File: src/rtl/mux_scan_sequencer.sv
// mux_scan_sequencer
//   Round-robin scanner for a 4:1 single-bit mux. Steps the mux select over
//   the enabled channels, holding each for DWELL cycles. SETTLE cycles after
//   each select update it samples the mux output into a single-entry buffer.
//   The buffer is presented to a consumer on a valid/ready port.
//
// Parameters
//   DWELL   cycles sel stays on one channel (2..255)
//   SETTLE  cycles after a sel update before mux_in is sampled (1..DWELL-1)
//
// Ports
//   clk        in   rising-edge clock
//   rst        in   synchronous active-high reset
//   en         in   scan enable, looked at in IDLE and at each channel advance
//   ch_mask    in   [3:0] channel i is scanned when bit i is set
//   mux_in     in   output of the 4:1 mux
//   sel        out  [1:0] registered mux select
//   smp_valid  out  buffer holds a sample
//   smp_ready  in   consumer accepts when smp_valid & smp_ready
//   smp_data   out  sampled mux value
//   smp_ch     out  [1:0] channel the sample was taken on
//   busy       out  block is scanning
//   overrun    out  sticky: a sample was dropped because the buffer was full
module mux_scan_sequencer #(
  parameter int unsigned DWELL  = 4,
  parameter int unsigned SETTLE = 1
) (
  input  logic       clk,
  input  logic       rst,
  input  logic       en,
  input  logic [3:0] ch_mask,
  input  logic       mux_in,
  output logic [1:0] sel,
  output logic       smp_valid,
  input  logic       smp_ready,
  output logic       smp_data,
  output logic [1:0] smp_ch,
  output logic       busy,
  output logic       overrun
);

  localparam int unsigned CNT_W = 8;
  localparam int unsigned CH_W  = 2;
  localparam logic [CNT_W-1:0] SETTLE_CNT = CNT_W'(SETTLE);
  localparam logic [CNT_W-1:0] LAST_CNT   = CNT_W'(DWELL - 1);

  typedef enum logic {
    IDLE = 1'b0,
    SCAN = 1'b1
  } state_t;

  typedef struct packed {
    logic            data;
    logic [CH_W-1:0] ch;
  } sample_t;

  state_t           state, state_d;
  logic [CNT_W-1:0] cnt, cnt_d;
  logic [CH_W-1:0]  sel_d;
  sample_t          smp_buf, smp_buf_d;
  logic             valid_d;
  logic             overrun_d;
  logic             capture;
  logic             xfer;

  // Lowest-index set bit of the mask; 0 when the mask is empty.
  function automatic logic [CH_W-1:0] lowest_ch(input logic [3:0] mask);
    logic [CH_W-1:0] r;
    r = '0;
    for (int i = 3; i >= 0; i--) begin
      if (mask[i]) r = CH_W'(i);
    end
    return r;
  endfunction

  // First enabled channel searching upward from cur+1, wrapping; offset 4
  // lands back on cur so a lone enabled channel re-selects itself.
  function automatic logic [CH_W-1:0] next_ch(input logic [CH_W-1:0] cur,
                                              input logic [3:0]      mask);
    logic [CH_W-1:0] r;
    logic [CH_W-1:0] c;
    r = cur;
    for (int i = 4; i >= 1; i--) begin
      c = cur + CH_W'(i);
      if (mask[c]) r = c;
    end
    return r;
  endfunction

  // Next-state, dwell counter and output-buffer logic.
  always_comb begin
    state_d   = state;
    cnt_d     = cnt;
    sel_d     = sel;
    smp_buf_d = smp_buf;
    valid_d   = smp_valid;
    overrun_d = overrun;
    capture   = 1'b0;
    xfer      = smp_valid & smp_ready;

    case (state)
      IDLE: begin
        if (en && (ch_mask != 4'b0000)) begin
          state_d = SCAN;
          sel_d   = lowest_ch(ch_mask);
          cnt_d   = '0;
        end
      end
      SCAN: begin
        capture = (cnt == SETTLE_CNT);
        if (cnt == LAST_CNT) begin
          cnt_d = '0;
          if (en && (ch_mask != 4'b0000)) begin
            sel_d = next_ch(sel, ch_mask);
          end else begin
            state_d = IDLE;
          end
        end else begin
          cnt_d = cnt + CNT_W'(1);
        end
      end
      default: state_d = IDLE;
    endcase

    // A full buffer only takes a new sample when it drains on the same edge.
    if (capture) begin
      if (!smp_valid || xfer) begin
        smp_buf_d.data = mux_in;
        smp_buf_d.ch   = sel;
        valid_d        = 1'b1;
      end else begin
        overrun_d = 1'b1;
      end
    end else if (xfer) begin
      valid_d = 1'b0;
    end
  end

  // State and output registers.
  always_ff @(posedge clk) begin
    if (rst) begin
      state     <= IDLE;
      cnt       <= '0;
      sel       <= '0;
      smp_buf   <= '0;
      smp_valid <= 1'b0;
      overrun   <= 1'b0;
      busy      <= 1'b0;
    end else begin
      state     <= state_d;
      cnt       <= cnt_d;
      sel       <= sel_d;
      smp_buf   <= smp_buf_d;
      smp_valid <= valid_d;
      overrun   <= overrun_d;
      busy      <= (state_d == SCAN);
    end
  end

  assign smp_data = smp_buf.data;
  assign smp_ch   = smp_buf.ch;

endmodule
File: config.mk
export PLATFORM = sky130hd
export DESIGN_NAME = mux_scan_sequencer
export DESIGN_NICKNAME = d
export VERILOG_FILES = /design/src/rtl/mux_scan_sequencer.sv
export SDC_FILE = /design/constraint.sdc
export NUM_CORES = 1
export LEC_CHECK = 0
export ABC_AREA = 0
export CAP_MARGIN = 5
export CORE_UTILIZATION = 46
export CTS_CLUSTER_DIAMETER = 80
export DETAILED_ROUTE_END_ITERATION = 8
export PLACE_DENSITY = 0.74
export SLEW_MARGIN = 20
export SYNTH_ARGS = -nofsm -noshare
export SYNTH_HDL_FRONTEND = slang
export SYNTH_SLANG_ARGS = --single-unit
File: constraint.sdc
create_clock -name clk -period 1.55 [get_ports clk]
set_input_delay 0.2325 -clock clk [delete_from_list [all_inputs] [get_ports clk]]
set_output_delay 0.2325 -clock clk [all_outputs]
set_load 0.02 [all_outputs]
### Word level (Yosys, flattened, before mapping)

Index checks and enable logic that the tools add are counted.

| storage, ports and cells | value |
|---|---|
| input bits | 9 |
| output and inout bits | 8 |
| bits in registers | 16 |
| word-level logic and storage cells | 60 |

| operators by class | value |
|---|---|
| equal/unequal tests | 7 |
| reduce and logical (&&, ||, !) cells | 9 |
| add/sub/neg operators | 4 |
| muxes and demuxes | 27 |
| magnitude comparators | 3 |
| bitwise gates (word level) | 3 |

Operator list:

| cell | count |
|---|---|
| $mux W2 | 10 |
| $mux W8 | 2 |
| $pmux W8 S2 | 1 |
| $lt A2 B3 Y1 const B | 3 |
| $mux W1 | 9 |
| $add A8 B1 Y8 const B | 1 |
| $eq A8 B1 Y1 const B | 1 |
| $eq A8 B2 Y1 const B | 1 |
| $bmux W1 S2 | 3 |
| $ne A2 B1 Y1 const B | 3 |
| $reduce_and A2 Y1 | 3 |
| $add A2 B2 Y2 const B | 2 |
| $ne A4 B1 Y1 const B | 1 |
| $pmux W2 S2 | 1 |
| $reduce_and A4 Y1 | 1 |
| $reduce_bool A4 Y1 | 1 |
| $add A2 B1 Y2 const B | 1 |
| $ne A2 B2 Y1 const B | 1 |
| $not A1 Y1 | 2 |
| $pmux W1 S2 | 1 |
| $reduce_bool A2 Y1 | 1 |
| $and A1 B1 Y1 | 1 |
| $logic_and A1 B1 Y1 | 1 |
| $logic_not A1 Y1 | 1 |
| $logic_or A1 B1 Y1 | 1 |

### Depth between registers and ports, before layout

Gate-level depths: netlist of run 1.

| logic depth | value |
|---|---|
| depth in word-level cells | 9 |
| depth in mapped cells | 6 |
| mapped depth without buffers | 6 |

### Worst setup path before layout of run 1

No wires, ideal clock.

| timing | value |
|---|---|
| kind | reg-to-reg |
| start point | register sel[1] |
| end point | register sel[0] |
| slack | -0.152 ns |
| clock period less this slack | 1.702 ns |
| data arrival time | 1.602 ns |
| path buffers | 1 |
| required time | 1.450 ns |
| setup time | 0.100 ns |
| stages on the path, launching flop included | 7 |
| cell sequence | dfxtp_1 -> buf_6 -> or4b_1 -> a2bb2oi_1 -> nand4_2 -> nor4_2 -> a2111oi_4 |

| on the way | value |
|---|---|
| cells in the longest elaborated chain, start to end | 8 |
| elaborated cells between the ends (all ways) | 16 |
| those cells by class | add/sub (3); eq/ne (1); mux (11); reduce/logical (1) |

RTL lines:

| item | RTL line | RTL |
|---|---|---|
| from (decl) | 33 | `output logic [1:0] sel,` |
| from (signal assigned) | 152 | `sel <= sel_d;` |
| $add A2 B2 Y2 | 84 | `c = cur + CH_W'(i);` |
| $bmux W1 S2 | 85 | `if (mask[c]) r = c;` |
| $mux W1 (implied by the code) | 85 |  |
| $mux W2 (2 in a row) | 85 |  |
| $mux W2 | 113 | `if (en && (ch_mask != 4'b0000)) begin` |
| $mux W2 | 111 | `if (cnt == LAST_CNT) begin` |
| $pmux W2 S2 | 101 | `case (state)` |

Parallel ways exist; a longest one is shown, timed or not. The select of a mux whose other input is x is not followed.
A chain may end at the register's enable or synchronous reset.

### Worst setup path after layout of run 1

| timing | value |
|---|---|
| start point | register cnt[4] |
| end point | register sel[0] |

| on the way | value |
|---|---|
| cells in the longest elaborated chain, start to end | 3 |

RTL lines:

| item | RTL line | RTL |
|---|---|---|
| from (decl) | 58 | `logic [CNT_W-1:0] cnt, cnt_d;` |
| from (signal assigned) | 151 | `cnt <= cnt_d;` |
| $eq A8 B2 Y1 | 111 |  |
| $ne A2 B1 Y1 (no line) | -- |  |
| $reduce_and A4 Y1 (no line) | -- |  |

No other way between the ends.

==> impl_results.md, run 1 <==
* Status: finished with violations
* Failing checks: setup timing
* CTS buffer count at 3
* Diodes inserted at 0
* Ys async rst share at 0%
* Lkg Pwr at 0.595 nW
* WL final at 2.54 mm
* Non-Filler Instances at 186
* ANT nets after route at 0
* GRT Total Usage at 24.9%
* GRT overflow at 0
* Fin area at 0.00147 mm^2
* Mux cell area share after synthesis at 6.31%
* Worst path arrival time at 1850 ps
* Nets at 171
* Worst-case reg-to-reg path depth at 5
* IO Port Bufs at 16
* Post-route DRC violation count at 0
* Skew-Pair Late Insertion Delay at 300 ps
* Min-delay src: ch_mask[1]
* Clock sink count at 16
* Largest cells by area after synthesis: dfxtp_1, a311oi_1, mux2i_1
* Core area at 0.00198 mm^2
* Seq/Total Area, Yosys at 33.0%
* Clock Skews at 4.14 ps
* Die area at 0.00230 mm^2
* Top cells by count, synth: dfxtp_1, nor2_1, a21oi_1
* Final hold viol count at 0
* Crit. End Element: register
* Initial antenna violation count at 0
* Yosys cell types at 36
* Worst Setup Start Kind: register
* Clock buffer depth at 2
* Share of layout cells above drive strength 1 at 32.1%
* Worst hold path stage count at 4
* Seq cells post-synth at 16
* Initial DRC count at 23
* Rel. slew slack at 66.2%
* Count leader, synth: dfxtp_1
* Final hold slack at 495 ps
* Placed instance area at 0.00137 mm^2
* Synthesized area at 971 um^2
* Hold Path Class: input pin to register
* Max-slew violations at 0
* Ys Warns at 0
* Vias in the first global route at 943
* Post-synth top area share at 33.0%
* FF-to-FF End: sel[0]$_SDFFE_PP0P_
* Global-route wire length before repair at 3.94 mm
* Final setup vio count at 1
* Max Freq at 0.608 GHz
* Post-DP HPWL at 1.86 mm
* Least-Margin Pin Slew at 506 ps
* Worst-path clk slew at 100 ps
* Reg-to-reg setup timing slack at -100 ps
* Area leader, netlist: dfxtp_1
* Synthesized Nets at 124
* Die Width at 47.9 um
* Top delay family on crit path: simple AND/OR/NAND/NOR gates
* Post-Synth Adder-Cell Area at 2.58%
* CP max stage cell: dfxtp_2
* DP Worst Slack at -357 ps
* Largest net degree at the start of global routing at 12
* Post-synthesis xor/xnor area fraction at 0%
* Final WS setup at -95.1 ps
* Die Span Y at 47.9 um
* CTS tree: built
* Synth-to-layout area growth at 51.0%
* Complex-gate fraction of the synthesized area at 26.3%
* Crit path kind: register to register
* Largest stage delay, worst path at 350 ps
* Max-cap violations at 0
* Pre-antenna DRT Iters at 5
* Worst R2R Start: cnt[4]$_SDFFE_PP0P_
* Synthesized instance count at 113
* Routed len/inst at 13.7 um
* Crit path buf inv count at 0
* Hold EP: sel[1]$_SDFFE_PP0P_
* Cell chain of the critical path: nor4_4 > and2_4 > nand4_4 > nand3b_1 > a2111oi_4
* Number of flops mapped to enable cells by yosys at 0
* # hold bufs at CTS at 0
* CP Data Required Time at 1760 ps
* Initial Util at 49.0%
* Total power at 0.945 mW
* H-tree levels at 1
* Crit-path max FO at 4
* VDD IR-drop max at 0.554 mV
* Via count at 1,052
* PwrDens at 645 mW/mm^2
* Dominant synthesized flop cell: dfxtp_1
* Avg Cell Area, Syn at 8.59 um^2
* CTS root buffer: clkbuf_4
* Final period utilization at 106%
* I/O Pins at 17
* Largest family of logic cells by synthesized area: simple AND/OR/NAND/NOR gates
* Placed Cells incl. Taps at 179
* Post-layout min period at 1650 ps
* Simple-Gate Fraction of Synth Area at 26.9%
* RSZ-0062 raised after global routing: true
* Cell row count at 16
* Vias per inst at 5.66
* Gpl congestion at 0.852
[worst max-delay path by stage]
stage / startpoint / end / slack (ps) / depth (start not counted)
after floorplan: sel[1]$_SDFFE_PP0P_ / sel[0]$_SDFFE_PP0P_ / -60 / 6
after global placement: ch_mask[1] / sel[0]$_SDFFE_PP0P_ / -320 / 6
after detailed placement: ch_mask[1] / sel[0]$_SDFFE_PP0P_ / -360 / 6
after CTS: cnt[4]$_SDFFE_PP0P_ / sel[0]$_SDFFE_PP0P_ / -70 / 5
after global routing: cnt[4]$_SDFFE_PP0P_ / sel[0]$_SDFFE_PP0P_ / -150 / 5
final: cnt[4]$_SDFFE_PP0P_ / sel[0]$_SDFFE_PP0P_ / -100 / 5
[metal layers]
metal / share of wire (%) / vias up / GRT usage (%)
met5: 0 / - / 0
met2: 47 / 38 / 39.5
met3: 5.4 / 8 / 7.17
met4: 1.1 / 0 / 8.33
li1: - / 510 / -
met1: 46 / 496 / 32.2
[sequential cells by signal, indices dropped and copies added (netlist names)]
signal     count
overrun        1
smp_valid      1
state          1
cnt            8
smp_data       1
sel            2
smp_ch         2
[report_power, final]
part	switching, mW	internal [mW]	total (mW)
Sequential	0.00737	0.421	0.429
Clock	0.142	0.143	0.285
Combinational	0.116	0.115	0.231
[kinds of logic (layout without fill, tap and decap cells)]
family / count (synthesis) / count (layout)
DFF: 16 / 16
muxes: 6 / 6
and+or+nand+nor: 47 / 47
buffers and inverters: 10 / 56
AOI/OAI and AO/OA: 32 / 32
adders and majority gates: 2 / 2
[through the flow]
| step | TNS [ps] | util, % |
|---|---|---|
| 6_report | -95.1 | 74.0 |
| 3_3_place_gp | -2690 | 69.1 |
| 3_5_place_dp | -3190 | 69.1 |
| 4_1_cts | -73.2 | 73.0 |
| 5_1_grt | -832 | 74.0 |
| 2_1_floorplan | -58.8 | - |
[worst reg2reg max path: stages, from the launching register on]
cell       delay [ps]
dfxtp_2           350
nor4_4            320
and2_4            230
nand4_4           120
nand3b_1          240
a2111oi_4         310
[placed cells by master (no fill, tap or decap), drive strengths merged, types with 2 or more instances in the layout]
master / n
dfxtp: 16
nand2b: 4
nand3: 2
mux2i: 5
ha: 2
inv: 4
a21oi: 9
nand2: 7
o21ai: 7
nor3: 3
dlygate4sd2: 3
nor2: 13
nor3b: 2
nand4: 2
buf: 32
dlymetal6s2s: 2
and2: 3
clkdlybuf4s50: 11
clkbuf: 4
a21boi: 2
nor4: 2
a41oi: 3
and3: 3
a311oi: 6
nor2b: 3
[cell type report]
cell class / instances / area, um^2
tap: 27 / 33.8
timing repair buffer: 48 / 402
fill: 144 / 515
clock buffer: 4 / 36.3
multi-input combinational: 87 / 653
sequential: 16 / 327
inverter: 4 / 15.0
[timing repair]
action	in CTS	in global routing
pin swaps	4	1
endpoints found under the setup margin	17	13
endpoints found under the hold margin	0	0
setup buffers	2	1
resized for setup	9	5
Note: power is estimated with default switching activity, not from simulation.
==> inputs of run 2 (changes only) <==
GPL_TIMING_DRIVEN = 0   (was default)
==> run 2 against run 1 <==
  * The run still ends with setup timing left
  * Sequential share of layout area increased by 2.8 points
  * Sequential cell count unchanged
  * Sequential power decreased by 0.9%
  * Critical path depth increased by 2
  * Worst setup slack improved by 56 ps
  * Design area decreased by 6.9%
  * Clock skew about the same
  * Power decreased by 3.6%
  * Die area unchanged
  * Cell count decreased by 10%
  * Critical endpoint is now sel[1]$_SDFFE_PP0P_
==> impl_results.md, run 2 (synthesis results as in run 1) <==
* Status: finished with violations
* Failing checks: setup timing
* Reg with most FFs: cnt
* Least-Margin Pin Slew at 465 ps
* Post-route DRC violation count at 0
* Initial DRC count at 45
* Diodes inserted at 0
* Reg-to-reg setup timing slack at -30 ps
* Skew-Pair Late Insertion Delay at 290 ps
* Final hold slack at 487 ps
* Crit path kind: input pin to register
* CP Data Required Time at 1740 ps
* Share of layout cells above drive strength 1 at 30.0%
* Synth-to-layout area growth at 40.6%
* Placed Cells incl. Taps at 155
* Clock buffer depth at 2
* Clock power frac at 31.2%
* Clock Skews at 4.32 ps
* Vias in the first global route at 782
* Vias per inst at 5.66
* Max reg flops at 8
* H-tree levels at 1
* FF+latch area at 343 um^2
* GRT Total Usage at 21.8%
* WL final at 2.35 mm
* RSZ-0062 raised after global routing: true
* Initial Util at 49.0%
* Crit path from: ch_mask[3]
* Non-Filler Instances at 167
* Fin area at 0.00137 mm^2
* Final period utilization at 102%
* Nets at 152
* Max Freq at 0.629 GHz
* Initial antenna violation count at 0
* Cell chain of the critical path: dlygate4sd2_1 > or4b_4 > a2bb2oi_2 > nand4_4 > buf_4 > a311oi_2 > a21boi_2
* Gpl congestion at 0.805
* GRT overflow at 0
* Cell row count at 16
* Worst R2R Start: sel[1]$_SDFFE_PP0P_
* IO Port Bufs at 15
* Final setup vio count at 2
* Rel. slew slack at 69.0%
* Post-layout min period at 1590 ps
* Lkg Pwr at 0.474 nW
* Routed len/inst at 14.0 um
* Crit-path max FO at 8
* Hold Path Class: register to register
* NetSw at 0.262 mW
* Via count at 946
* CTS tree: built
* Die Span Y at 47.9 um
* Worst Setup Start Kind: input pin
* DP Worst Slack at -636 ps
* CTS root buffer: clkbuf_4
* Max-slew violations at 0
* Die Width at 47.9 um
* Multi-input gate area at 692 um^2
* Clock sink count at 16
* Most frequent cells in the layout: nor2_1, clkdlybuf4s50_1, buf_4
* I/O Pins at 17
* Worst hold path stage count at 1
* Fin Setup TNS at -57.1 ps
* Pre-antenna DRT Iters at 4
* Sw frac at 28.7%
* Core area at 0.00198 mm^2
* Post-DP HPWL at 1.60 mm
* ANT nets after route at 0
* Worst path arrival time at 1770 ps
* Comb power frac at 22.2%
* Final WS setup at -38.7 ps
* Internal at 0.649 mW
* Worst-case reg-to-reg path depth at 6
* Max-cap violations at 0
* Final hold viol count at 0
* Worst-path clk slew at 100 ps
* Global-route wire length before repair at 3.48 mm
* FF-to-FF End: sel[1]$_SDFFE_PP0P_
* Die area at 0.00230 mm^2
* CP max stage cell: or4b_4
* Fin util at 68.9%
* Total power at 0.911 mW
* Largest stage delay, worst path at 570 ps
* Sequential Power Share at 46.6%
* CTS buffer count at 3
* CP Capture Point: sel[1]$_SDFFE_PP0P_
* Crit. End Element: register
* Placed instance area at 0.00118 mm^2
* # hold bufs at CTS at 0
* VDD IR-drop max at 0.668 mV
* Fillers at 154
* Largest net degree at the start of global routing at 11
* PwrDens at 668 mW/mm^2
-- run 2: critical path, delay by kind of cell --
kind / cells / cell delay (ps)
AO/OA/AOI/OAI: 3 / 400
buffers and inverters: 2 / 470
AND/OR/NAND/NOR: 2 / 670
-- run 2: metal layers --
| layer | track usage (%) | up-vias | wire length, um |
|---|---|---|---|
| li1 | - | 473 | - |
| met1 | 30.7 | 434 | 1080 |
| met2 | 32.2 | 34 | 1110 |
| met3 | 4.53 | 5 | 123 |
| met4 | 8.33 | 0 | 32 |
| met5 | 0 | - | 0 |
-- run 2: worst min path at each step --
| stage | start | end |
|---|---|---|
| after floorplan | rst | cnt[3]$_SDFFE_PP0P_ |
| after global placement | cnt[1]$_SDFFE_PP0P_ | cnt[1]$_SDFFE_PP0P_ |
| after detailed placement | cnt[1]$_SDFFE_PP0P_ | cnt[1]$_SDFFE_PP0P_ |
| after CTS | ch_mask[1] | sel[1]$_SDFFE_PP0P_ |
| after global routing | cnt[6]$_SDFFE_PP0P_ | cnt[6]$_SDFFE_PP0P_ |
| final | cnt[6]$_SDFFE_PP0P_ | cnt[6]$_SDFFE_PP0P_ |
-- run 2: power groups by stage --
stage | clock network, mW | logic (mW) | registers, mW
floorplan | 0 | 0.108 | 0.448
global placement | 0 | 0.181 | 0.439
detailed placement | 0 | 0.185 | 0.439
CTS | 0.285 | 0.191 | 0.430
global route | 0.302 | 0.220 | 0.426
finish | 0.285 | 0.202 | 0.425
-- run 2: final cells by class --
type | count | share of cell area (%)
plain buffers | 5 | 2.29
clock buffers | 4 | 2.66
inverters | 4 | 1.10
multi-input cells | 87 | 50.7
flip-flops and latches | 16 | 25.1
well taps | 27 | 2.47
repair buffers | 24 | 15.7
-- run 2: what timing repair did --
| action | CTS | global route |
|---|---|---|
| buffers inserted | 7 | 1 |
| resized for setup | 21 | 14 |
| gates cloned | 1 | 0 |
| setup endpoints to repair | 13 | 11 |
| pin swaps | 6 | 2 |
==> inputs of run 3 (changes only) <==
CORE_MARGIN = 4   (was default)
CORE_UTILIZATION = 48   (was 46)
CTS_BUF_LIST = sky130_fd_sc_hd__clkbuf_4   (was default)
PLACE_DENSITY = 0.77   (was 0.74)
==> run 3 against run 2 <==
  * The run still ends with setup timing left
  * Clock skew is 2.2 ps higher
  * Design area is 1.7% lower
  * Worst setup slack worse by 58 ps
  * Worst hold slack worse by 3.4 ps
  * Clock power is 11% lower
  * Largest cell class unchanged
==> impl_results.md, run 3 (synthesis results as in run 1) <==
* GRT overflow at 0
* DP Worst Slack at -633 ps
* GRT Total Usage at 20.0%
* Crit path buf inv count at 1
* Met2 wire length at 1.32 mm
* Worst Setup Start Kind: register
* CTS buffer count at 3
* Initial antenna violation count at 0
* Rel. slew slack at 68.9%
* CP Data Required Time at 1740 ps
* Synth-to-layout area growth at 38.1%
* Reg with most FFs: cnt
* Cell row count at 16
* Final setup vio count at 6
* WL final at 2.58 mm
* CTS tree: built
* Worst path arrival time at 1840 ps
* Final hold slack at 484 ps
* Most frequent cells in the layout: nor2_1, buf_4, clkdlybuf4s50_1
* Max-cap violations at 0
* Nets at 152
* ANT nets after route at 0
* WL met3 at 103 um
* Cell chain of the critical path: or4b_4 > a2bb2oi_4 > nand4_4 > buf_4 > a311oi_1 > a21boi_2
* Share of layout cells above drive strength 1 at 25.7%
* RSZ-0062 raised after global routing: true
* Top routing layer in use: met4
* Worst-path clk slew at 90 ps
* Crit path kind: register to register
* Final WS setup at -97.1 ps
* IO Port Bufs at 15
* Clock Skews at 6.48 ps
* Die Span Y at 53.0 um
* Post-layout min period at 1650 ps
* Diodes inserted at 0
* Initial DRC count at 14
* Core area at 0.00194 mm^2
* Least-Margin Pin Slew at 466 ps
* Routed len/inst at 15.4 um
* Clock sink count at 16
* Gpl congestion at 0.843
* I/O Pins at 17
* Fin Setup TNS at -259 ps
* Clock buffer depth at 2
* Largest stage delay, worst path at 520 ps
* Initial Util at 50.0%
* PwrDens at 661 mW/mm^2
* Max-slew violations at 0
* CTS root buffer: clkbuf_4
* Most common cell after layout, fill and taps aside: nor2_1
* Post-DP HPWL at 1.59 mm
* VDD IR-drop max at 0.580 mV
* Max Freq at 0.607 GHz
* Max reg flops at 8
* Pre-antenna DRT Iters at 4
* Failing checks: setup timing
* Status: finished with violations
* Largest net degree at the start of global routing at 11
* Final period utilization at 106%
* Post-route DRC violation count at 0
* M1 WL at 1.07 mm
* Vias per inst at 5.84
* Final hold viol count at 0
* Die area at 0.00281 mm^2
* Crit. End Element: register
* Via count at 976
* Top delay family on crit path: simple AND/OR/NAND/NOR gates
* CP max stage cell: or4b_4
* Vias in the first global route at 916
* Global-route wire length before repair at 4.09 mm
* Crit-path max FO at 5
* Lkg Pwr at 0.506 nW
* Hold Path Class: register to register
* Die Width at 53.0 um
* # hold bufs at CTS at 0
* Fin util at 69.1%
* Skew-Pair Late Insertion Delay at 300 ps
* H-tree levels at 1
run 3: changes by cell type in the layout (fill, tap and decap cells not counted), moves of 2 or more:
cell / change
a21oi_1: +3
a21oi_2: -2
dlymetal6s2s_1: +2
dfxtp_4: -2
clkdlybuf4s50_1: -2
run 3: per-layer routing:
layer,vias up,global-route usage (%)
met1,458,23.2
met5,-,0
met3,11,1.97
met2,32,35.5
li1,475,-
met4,0,10.6
run 3: report_power, final:
group,switching [mW],internal [mW],leakage [nW]
combinational,0.112,0.0931,0.353
sequential,0.00980,0.418,0.134
clock,0.136,0.118,0.0184
run 3: path summary, 6_finish.rpt:
| check | to | cells after the start | start | slack [ps] |
|---|---|---|---|---|
| max | sel[1]$_SDFFE_PP0P_ | 6 | sel[1]$_SDFFE_PP0P_ | -100 |
| min | cnt[1]$_SDFFE_PP0P_ | 2 | cnt[1]$_SDFFE_PP0P_ | 480 |
| max reg2reg | sel[1]$_SDFFE_PP0P_ | 6 | sel[1]$_SDFFE_PP0P_ | -100 |
| min reg2reg | cnt[1]$_SDFFE_PP0P_ | 2 | cnt[1]$_SDFFE_PP0P_ | 480 |
run 3: layout make-up:
cell class / count / area (um^2)
inverter: 4 / 15.0
sequential: 16 / 337
multi-input combinational: 87 / 676
timing repair buffer: 24 / 219
fill: 169 / 601
clock buffer: 4 / 30.0
tap: 27 / 33.8
buffer: 5 / 31.3
run 3: worst reg2reg max path, stage by stage (launching register included):
cell and delay (ps):
dfxtp_4 370, or4b_4 520, a2bb2oi_4 170, nand4_4 100, buf_4 140, a311oi_1 80, a21boi_2 160
run 3: metrics by stage:
| step | instance area [um^2] | power [mW] | std cells |
|---|---|---|---|
| after floorplan | 992 | 0.556 | 113 |
| after global placement | 1180 | 0.620 | 155 |
| after detailed placement | 1180 | 0.624 | 155 |
| after CTS | 1300 | 0.883 | 165 |
| after global routing | 1340 | 0.934 | 167 |
| final | 1340 | 0.887 | 167 |
run 3: repair_timing:
item                                   4_1_cts  5_1_grt
setup endpoints to repair                   13       12
resized for setup                           16       11
pin swaps                                    7        3
buffers inserted                             7        2
endpoints found under the hold margin        0        0
